`config.mk`:
```
export PLATFORM = sky130hd
export DESIGN_NAME = mem_arbiter_flat
export DESIGN_NICKNAME = d
export VERILOG_FILES = /design/src/rtl/mem_arb_pkg.sv /design/src/rtl/mem_arb_if.sv /design/src/rtl/arb_select.sv /design/src/rtl/mem_arbiter.sv /design/src/flat_wrapper.sv
export SDC_FILE = /design/constraint.sdc
export NUM_CORES = 1
export LEC_CHECK = 0
export BUFFER_PORTS_ARGS = -buffer_cell sky130_fd_sc_hd__buf_2
export CORE_UTILIZATION = 40
export DETAILED_ROUTE_END_ITERATION = 7
export GPL_ROUTABILITY_DRIVEN = 0
export PLACE_DENSITY = 0.65
export SLEW_MARGIN = 20
export SYNTH_ARGS = -nofsm -noshare
export SYNTH_HDL_FRONTEND = slang
export SYNTH_SLANG_ARGS = --single-unit
```
`constraint.sdc`:
```
create_clock -name clk -period 2.7 [get_ports clk]
set_input_delay 0.54 -clock clk [delete_from_list [all_inputs] [get_ports clk]]
set_output_delay 0.54 -clock clk [all_outputs]
set_load 0.01 [all_outputs]
```
`src/rtl/mem_arb_pkg.sv`:
```
// Shared types and constants for the two-port memory arbiter.
package mem_arb_pkg;

  typedef enum logic [1:0] {
    IDLE     = 2'd0,
    GRANT_IF = 2'd1,
    GRANT_DM = 2'd2,
    RESP     = 2'd3
  } arb_state_t;

  typedef enum logic {
    PORT_DM = 1'b0,
    PORT_IF = 1'b1
  } port_sel_t;

  localparam int TIMEOUT_DEFAULT = 15;
  localparam int WAIT_CNT_MAX    = 15;

endpackage

```
`src/rtl/mem_arb_if.sv`:
```
// Fetch, data and memory-side signals of the arbiter; slave is the arbiter's view.
interface mem_arb_if #(
  parameter int WORD_SIZE = 16
);
  logic                 if_req;
  logic [WORD_SIZE-1:0] if_addr;
  logic [WORD_SIZE-1:0] if_rdata;
  logic                 if_ready;
  logic                 dm_read;
  logic                 dm_write;
  logic [WORD_SIZE-1:0] dm_addr;
  logic [WORD_SIZE-1:0] dm_wdata;
  logic [WORD_SIZE-1:0] dm_rdata;
  logic                 dm_ready;
  logic                 mem_read;
  logic                 mem_write;
  logic [WORD_SIZE-1:0] mem_addr;
  logic [WORD_SIZE-1:0] mem_wdata;
  logic [WORD_SIZE-1:0] mem_rdata;
  logic                 mem_ack;
  logic                 stall_if;
  logic                 stall_mem;
  logic                 timeout_err;

  modport slave (
    input  if_req, if_addr, dm_read, dm_write, dm_addr, dm_wdata, mem_rdata, mem_ack,
    output if_rdata, if_ready, dm_rdata, dm_ready, mem_read, mem_write, mem_addr,
           mem_wdata, stall_if, stall_mem, timeout_err
  );

  modport master (
    output if_req, if_addr, dm_read, dm_write, dm_addr, dm_wdata, mem_rdata, mem_ack,
    input  if_rdata, if_ready, dm_rdata, dm_ready, mem_read, mem_write, mem_addr,
           mem_wdata, stall_if, stall_mem, timeout_err
  );
endinterface

```
`src/rtl/arb_select.sv`:
```
// Two-requester grant decision: a lone requester wins; on contention the port not served last wins.
module arb_select
  import mem_arb_pkg::*;
(
  input  logic      req_if,
  input  logic      req_dm,
  input  port_sel_t last_grant,
  output port_sel_t grant
);

  always_comb begin
    grant = PORT_DM;
    if (req_if && req_dm) begin
      grant = (last_grant == PORT_DM) ? PORT_IF : PORT_DM;
    end else if (req_if) begin
      grant = PORT_IF;
    end
  end

endmodule

```
`src/rtl/mem_arbiter.sv`:
```
// Fetch/data arbiter for one shared memory port with ack timeout.
// Define MEM_ARB_FAIR_EN for round-robin on contention; default is fixed data priority.
module mem_arbiter
  import mem_arb_pkg::*;
#(
  parameter int WORD_SIZE = 16,
  parameter int TIMEOUT   = TIMEOUT_DEFAULT
) (
  input logic      clk,
  input logic      reset,
  mem_arb_if.slave bus
);

  localparam logic [4:0] TIMEOUT_LIM = 5'((TIMEOUT > WAIT_CNT_MAX) ? WAIT_CNT_MAX : TIMEOUT);

  arb_state_t           state_reg;
  logic [3:0]           wait_cnt_reg;
  logic                 timeout_err_reg;
  logic                 if_ready_reg;
  logic                 dm_ready_reg;
  logic                 mem_read_reg;
  logic                 mem_write_reg;
  logic [WORD_SIZE-1:0] if_rdata_reg;
  logic [WORD_SIZE-1:0] dm_rdata_reg;
  logic [WORD_SIZE-1:0] mem_addr_reg;
  logic [WORD_SIZE-1:0] mem_wdata_reg;
  logic                 dm_req;
  logic                 timed_out;
  port_sel_t            last_grant;
  port_sel_t            grant_sel;

  assign dm_req    = bus.dm_read | bus.dm_write;
  // Abort in the cycle whose miss would bring the count up to the limit.
  assign timed_out = ({1'b0, wait_cnt_reg} + 5'd1) == TIMEOUT_LIM;

`ifdef MEM_ARB_FAIR_EN
  port_sel_t last_grant_reg;
  assign last_grant = last_grant_reg;
`else
  // Pretending fetch was served last makes the selector always favour data.
  assign last_grant = PORT_IF;
`endif

  arb_select u_arb_select (
    .req_if     (bus.if_req),
    .req_dm     (dm_req),
    .last_grant (last_grant),
    .grant      (grant_sel)
  );

  always_ff @(posedge clk or posedge reset) begin
    if (reset) begin
      state_reg       <= IDLE;
      wait_cnt_reg    <= '0;
      timeout_err_reg <= 1'b0;
      if_ready_reg    <= 1'b0;
      dm_ready_reg    <= 1'b0;
      mem_read_reg    <= 1'b0;
      mem_write_reg   <= 1'b0;
      if_rdata_reg    <= '0;
      dm_rdata_reg    <= '0;
      mem_addr_reg    <= '0;
      mem_wdata_reg   <= '0;
`ifdef MEM_ARB_FAIR_EN
      last_grant_reg  <= PORT_DM;
`endif
    end else begin
      if_ready_reg <= 1'b0;
      dm_ready_reg <= 1'b0;
      case (state_reg)
        IDLE: begin
          if (bus.if_req || dm_req) begin
            wait_cnt_reg <= '0;
`ifdef MEM_ARB_FAIR_EN
            last_grant_reg <= grant_sel;
`endif
            if (grant_sel == PORT_DM) begin
              // A simultaneous read+write is taken as a write.
              state_reg     <= GRANT_DM;
              mem_addr_reg  <= bus.dm_addr;
              mem_wdata_reg <= bus.dm_wdata;
              mem_write_reg <= bus.dm_write;
              mem_read_reg  <= ~bus.dm_write;
            end else begin
              state_reg     <= GRANT_IF;
              mem_addr_reg  <= bus.if_addr;
              mem_wdata_reg <= '0;
              mem_write_reg <= 1'b0;
              mem_read_reg  <= 1'b1;
            end
          end
        end
        GRANT_IF, GRANT_DM: begin
          if (bus.mem_ack || timed_out) begin
            state_reg     <= RESP;
            mem_read_reg  <= 1'b0;
            mem_write_reg <= 1'b0;
            if (state_reg == GRANT_IF) begin
              if_rdata_reg <= bus.mem_ack ? bus.mem_rdata : '0;
              if_ready_reg <= 1'b1;
            end else begin
              dm_rdata_reg <= bus.mem_ack ? bus.mem_rdata : '0;
              dm_ready_reg <= 1'b1;
            end
            if (!bus.mem_ack) begin
              timeout_err_reg <= 1'b1;
            end
          end
          if (!bus.mem_ack) begin
            wait_cnt_reg <= (wait_cnt_reg == 4'hF) ? wait_cnt_reg : wait_cnt_reg + 4'd1;
          end
        end
        RESP:    state_reg <= IDLE;
        default: state_reg <= IDLE;
      endcase
    end
  end

  assign bus.if_rdata    = if_rdata_reg;
  assign bus.if_ready    = if_ready_reg;
  assign bus.dm_rdata    = dm_rdata_reg;
  assign bus.dm_ready    = dm_ready_reg;
  assign bus.mem_read    = mem_read_reg;
  assign bus.mem_write   = mem_write_reg;
  assign bus.mem_addr    = mem_addr_reg;
  assign bus.mem_wdata   = mem_wdata_reg;
  assign bus.timeout_err = timeout_err_reg;
  assign bus.stall_if    = bus.if_req & ~if_ready_reg;
  assign bus.stall_mem   = dm_req & ~dm_ready_reg;

endmodule

```
`src/flat_wrapper.sv`:
```
// flat-port wrapper written by rule: the top's interface ports become plain ports
module mem_arbiter_flat import mem_arb_pkg::*;
#(
  parameter int WORD_SIZE = 16,
  parameter int TIMEOUT   = TIMEOUT_DEFAULT
)
  (clk, reset, bus_if_req, bus_if_addr, bus_dm_read, bus_dm_write, bus_dm_addr, bus_dm_wdata, bus_mem_rdata, bus_mem_ack, bus_if_rdata, bus_if_ready, bus_dm_rdata, bus_dm_ready, bus_mem_read, bus_mem_write, bus_mem_addr, bus_mem_wdata, bus_stall_if, bus_stall_mem, bus_timeout_err);
  mem_arb_if #(.WORD_SIZE(WORD_SIZE)) bus_i ();
  input logic clk;
  input logic reset;
  input wire logic [$bits(bus_i.if_req)-1:0] bus_if_req;
  input wire logic [$bits(bus_i.if_addr)-1:0] bus_if_addr;
  input wire logic [$bits(bus_i.dm_read)-1:0] bus_dm_read;
  input wire logic [$bits(bus_i.dm_write)-1:0] bus_dm_write;
  input wire logic [$bits(bus_i.dm_addr)-1:0] bus_dm_addr;
  input wire logic [$bits(bus_i.dm_wdata)-1:0] bus_dm_wdata;
  input wire logic [$bits(bus_i.mem_rdata)-1:0] bus_mem_rdata;
  input wire logic [$bits(bus_i.mem_ack)-1:0] bus_mem_ack;
  output wire logic [$bits(bus_i.if_rdata)-1:0] bus_if_rdata;
  output wire logic [$bits(bus_i.if_ready)-1:0] bus_if_ready;
  output wire logic [$bits(bus_i.dm_rdata)-1:0] bus_dm_rdata;
  output wire logic [$bits(bus_i.dm_ready)-1:0] bus_dm_ready;
  output wire logic [$bits(bus_i.mem_read)-1:0] bus_mem_read;
  output wire logic [$bits(bus_i.mem_write)-1:0] bus_mem_write;
  output wire logic [$bits(bus_i.mem_addr)-1:0] bus_mem_addr;
  output wire logic [$bits(bus_i.mem_wdata)-1:0] bus_mem_wdata;
  output wire logic [$bits(bus_i.stall_if)-1:0] bus_stall_if;
  output wire logic [$bits(bus_i.stall_mem)-1:0] bus_stall_mem;
  output wire logic [$bits(bus_i.timeout_err)-1:0] bus_timeout_err;
  assign bus_i.if_req = bus_if_req;
  assign bus_i.if_addr = bus_if_addr;
  assign bus_i.dm_read = bus_dm_read;
  assign bus_i.dm_write = bus_dm_write;
  assign bus_i.dm_addr = bus_dm_addr;
  assign bus_i.dm_wdata = bus_dm_wdata;
  assign bus_i.mem_rdata = bus_mem_rdata;
  assign bus_i.mem_ack = bus_mem_ack;
  assign bus_if_rdata = bus_i.if_rdata;
  assign bus_if_ready = bus_i.if_ready;
  assign bus_dm_rdata = bus_i.dm_rdata;
  assign bus_dm_ready = bus_i.dm_ready;
  assign bus_mem_read = bus_i.mem_read;
  assign bus_mem_write = bus_i.mem_write;
  assign bus_mem_addr = bus_i.mem_addr;
  assign bus_mem_wdata = bus_i.mem_wdata;
  assign bus_stall_if = bus_i.stall_if;
  assign bus_stall_mem = bus_i.stall_mem;
  assign bus_timeout_err = bus_i.timeout_err;
  mem_arbiter #(.WORD_SIZE(WORD_SIZE), .TIMEOUT(TIMEOUT)) u_core (.clk(clk), .reset(reset), .bus(bus_i));
endmodule
```
==> impl_metrics.ini <==
[cells_and_area]
finalNetCount = 470
diodes = 0
drive_gt1_frac = 0.4296
area_growth_pct = 30.34

[floorplan]
dieArea_mm2 = 0.008341
rows = 32
die_h_um = 91.33
dieWidth_um = 91.33
ios = 141
initial_core_util = 0.4131
coreArea_mm2 = 0.007727

[critical_path]
end_kind = flip-flop
path_class = reg2reg
worst-path-max-fanout = 10
worst-endpoint-required_ps = 2920
crit_arrival_ps = 2240
cp-start-kind = flip-flop

[synthesis]
synth.most_common_cell = dfrtp_1
synthTopCellsByArea = dfrtp_1, a22o_1, mux2i_1
yosysTopAreaCellShare = 0.5880
syn_nets = 333
synth-edff-count = 0
synth_area_mm2 = 0.003192
yosys_warnings = 0
syn_inst = 256
ys_ff_latch = 75
synth_cell_types = 38
yosysTopAreaCell = dfrtp_1
synth.yosys.seq_area_share = 0.5880
synth_common_cells = dfrtp_1, a22o_1, nand2_1, o21ai_0, mux2i_1
synthArstFlopShare = 1.000
syn_area_per_cell_um2 = 12.47
synthFlopType = dfrtp_1

[drt]
ant_nets = 0
drt_pass1_iterations = 4
via_per_inst = 5.024
vias = 2512
wl_per_cell_um = 14.71
wl_um = 7356
drtIter0Drc = 62
drc = 0

[grt]
antenna_found_initial = 0
grt_overflow = 0
grt_first_pass_wirelength_um = 11940
met1_usage = 0.2556
grt_pass1_vias = 2450
grt_max_degree = 49
met3_usage = 0.04606
use_met2 = 0.2759
grt_busiest_layer = met2
track_usage = 0.1848

[clocking]
post_cts_buffers = 0
htreeDepth = 3
ctsResizeCount = 0
cts_made_buffers = 9
path_clk_slew_ps = 80
cts_tree = built
clock-sinks = 75
clock_path_buffers = 2
clockRootBuffer = clkbuf_8
holdBufCountCts = 0
clock_latency_ps = 340

[hold_path]
hold_path.class = in2async

[sta]
slew_headroom = 0.5579
max_freq_ghz = 0.4956
final.setup.tns_ps = 0
final.period_utilization = 0.7473
period_minus_slack_ps = 2018
worstMarginPinSlew_ps = 663.1
setup_viol = 0
hold_violations = 0
rsz0062_at_grt = false
finClkSkew_ps = 9.385
worst_hold_slack_ps = 268.6
finalMaxSlewViolations = 0

[placement]
io_buffers = 140
dp_hpwl_um = 5166

[flow_run]
max-cap-violations = 0

[power]
p_leak_nw = 2.206
p_per_area_mw_per_mm2 = 1149
peakVddDrop_uv = 438.1
finalPower_mw = 4.778

[outcome]
status = completed
==> kinds of logic (layout without fill, tap and decap cells) <==
group	after synthesis	count (layout)	synth area share
compound gates	79	79	0.1933
flops	75	75	0.5880
simple gates	50	50	0.08193
buf+inv	23	165	0.03920
mux	22	22	0.07017
fa+ha+maj	7	7	0.02744
==> area by class of cell <==
type / instances / area [µm²]
clock buffers: 10 / 127.6
inverters: 6 / 22.52
multi-input cells: 158 / 1206
fillers: 724 / 3567
clock inverters: 6 / 63.81
flip-flops and latches: 75 / 1877
repair buffers: 143 / 735.7
well taps: 102 / 127.6
==> path summary, 6_finish.rpt <==
path	from	endpoint	slack, ps	depth (start not counted)
worst max-delay path	u_core.state_reg[0]$_DFFE_PP0P_	u_core.bus.mem_read$_DFFE_PP0P_	680	7
worst min register to register	u_core.bus.mem_addr[2]$_DFFE_PP0P_	u_core.bus.mem_addr[2]$_DFFE_PP0P_	470	2
max in group asynchronous	reset	u_core.state_reg[1]$_DFFE_PP0P_	1750	3
worst max register to register	u_core.state_reg[0]$_DFFE_PP0P_	u_core.bus.mem_read$_DFFE_PP0P_	680	7
min in group clk	bus_dm_wdata[2]	u_core.bus.mem_wdata[2]$_DFFE_PP0P_	410	2
worst min-delay path	reset	u_core.bus.mem_wdata[4]$_DFFE_PP0P_	270	2
==> routing by layer <==
| layer | part of all wire | up-vias |
|---|---|---|
| li1 | - | 1200 |
| met1 | 0.46 | 1209 |
| met2 | 0.48 | 89 |
| met3 | 0.050 | 14 |
| met4 | 0.017 | 0 |
| met5 | 0 | - |
==> placed cells by master (no fill, tap or decap), types with 2 or more instances in the layout <==
cell type / count
clkbuf_8: 9
nand3_1: 3
a21oi_1: 2
clkinvlp_4: 2
buf_4: 2
dfrtp_1: 75
and2_1: 3
mux2i_1: 19
ha_1: 7
clkinv_2: 2
nand2_4: 2
inv_1: 5
nand2_1: 25
a22o_1: 48
nor2b_1: 2
buf_2: 140
nor2_1: 5
mux2_1: 2
o21ai_0: 20
==> where the power goes <==
part | switching (mW) | internal [mW] | total (mW)
Sequential | 0.293 | 1.64 | 1.93
Clock | 0.407 | 0.427 | 0.834
Combinational | 1.09 | 0.922 | 2.01
==> through the flow <==
stage                     setup WS (ps)  cells  area (µm²)  utilization
final                             682.4    500        4160       0.5384
after global routing              493.8    500        4160       0.5384
after CTS                         596.6    500        4158       0.5381
after detailed placement          616.0    484        3966       0.5133
after global placement            721.8    484        3966       0.5133
after floorplan                   250.0    256        3192            -
==> critical path, cell delays in order, from the launching register on <==
cell      delay [ps]
dfrtp_1          410
inv_1            100
ha_1             480
inv_1            140
a211oi_1         180
o21ai_1          110
nand3b_1         150
mux2_1           330
No activity file was read; power rests on OpenSTA's default activity.
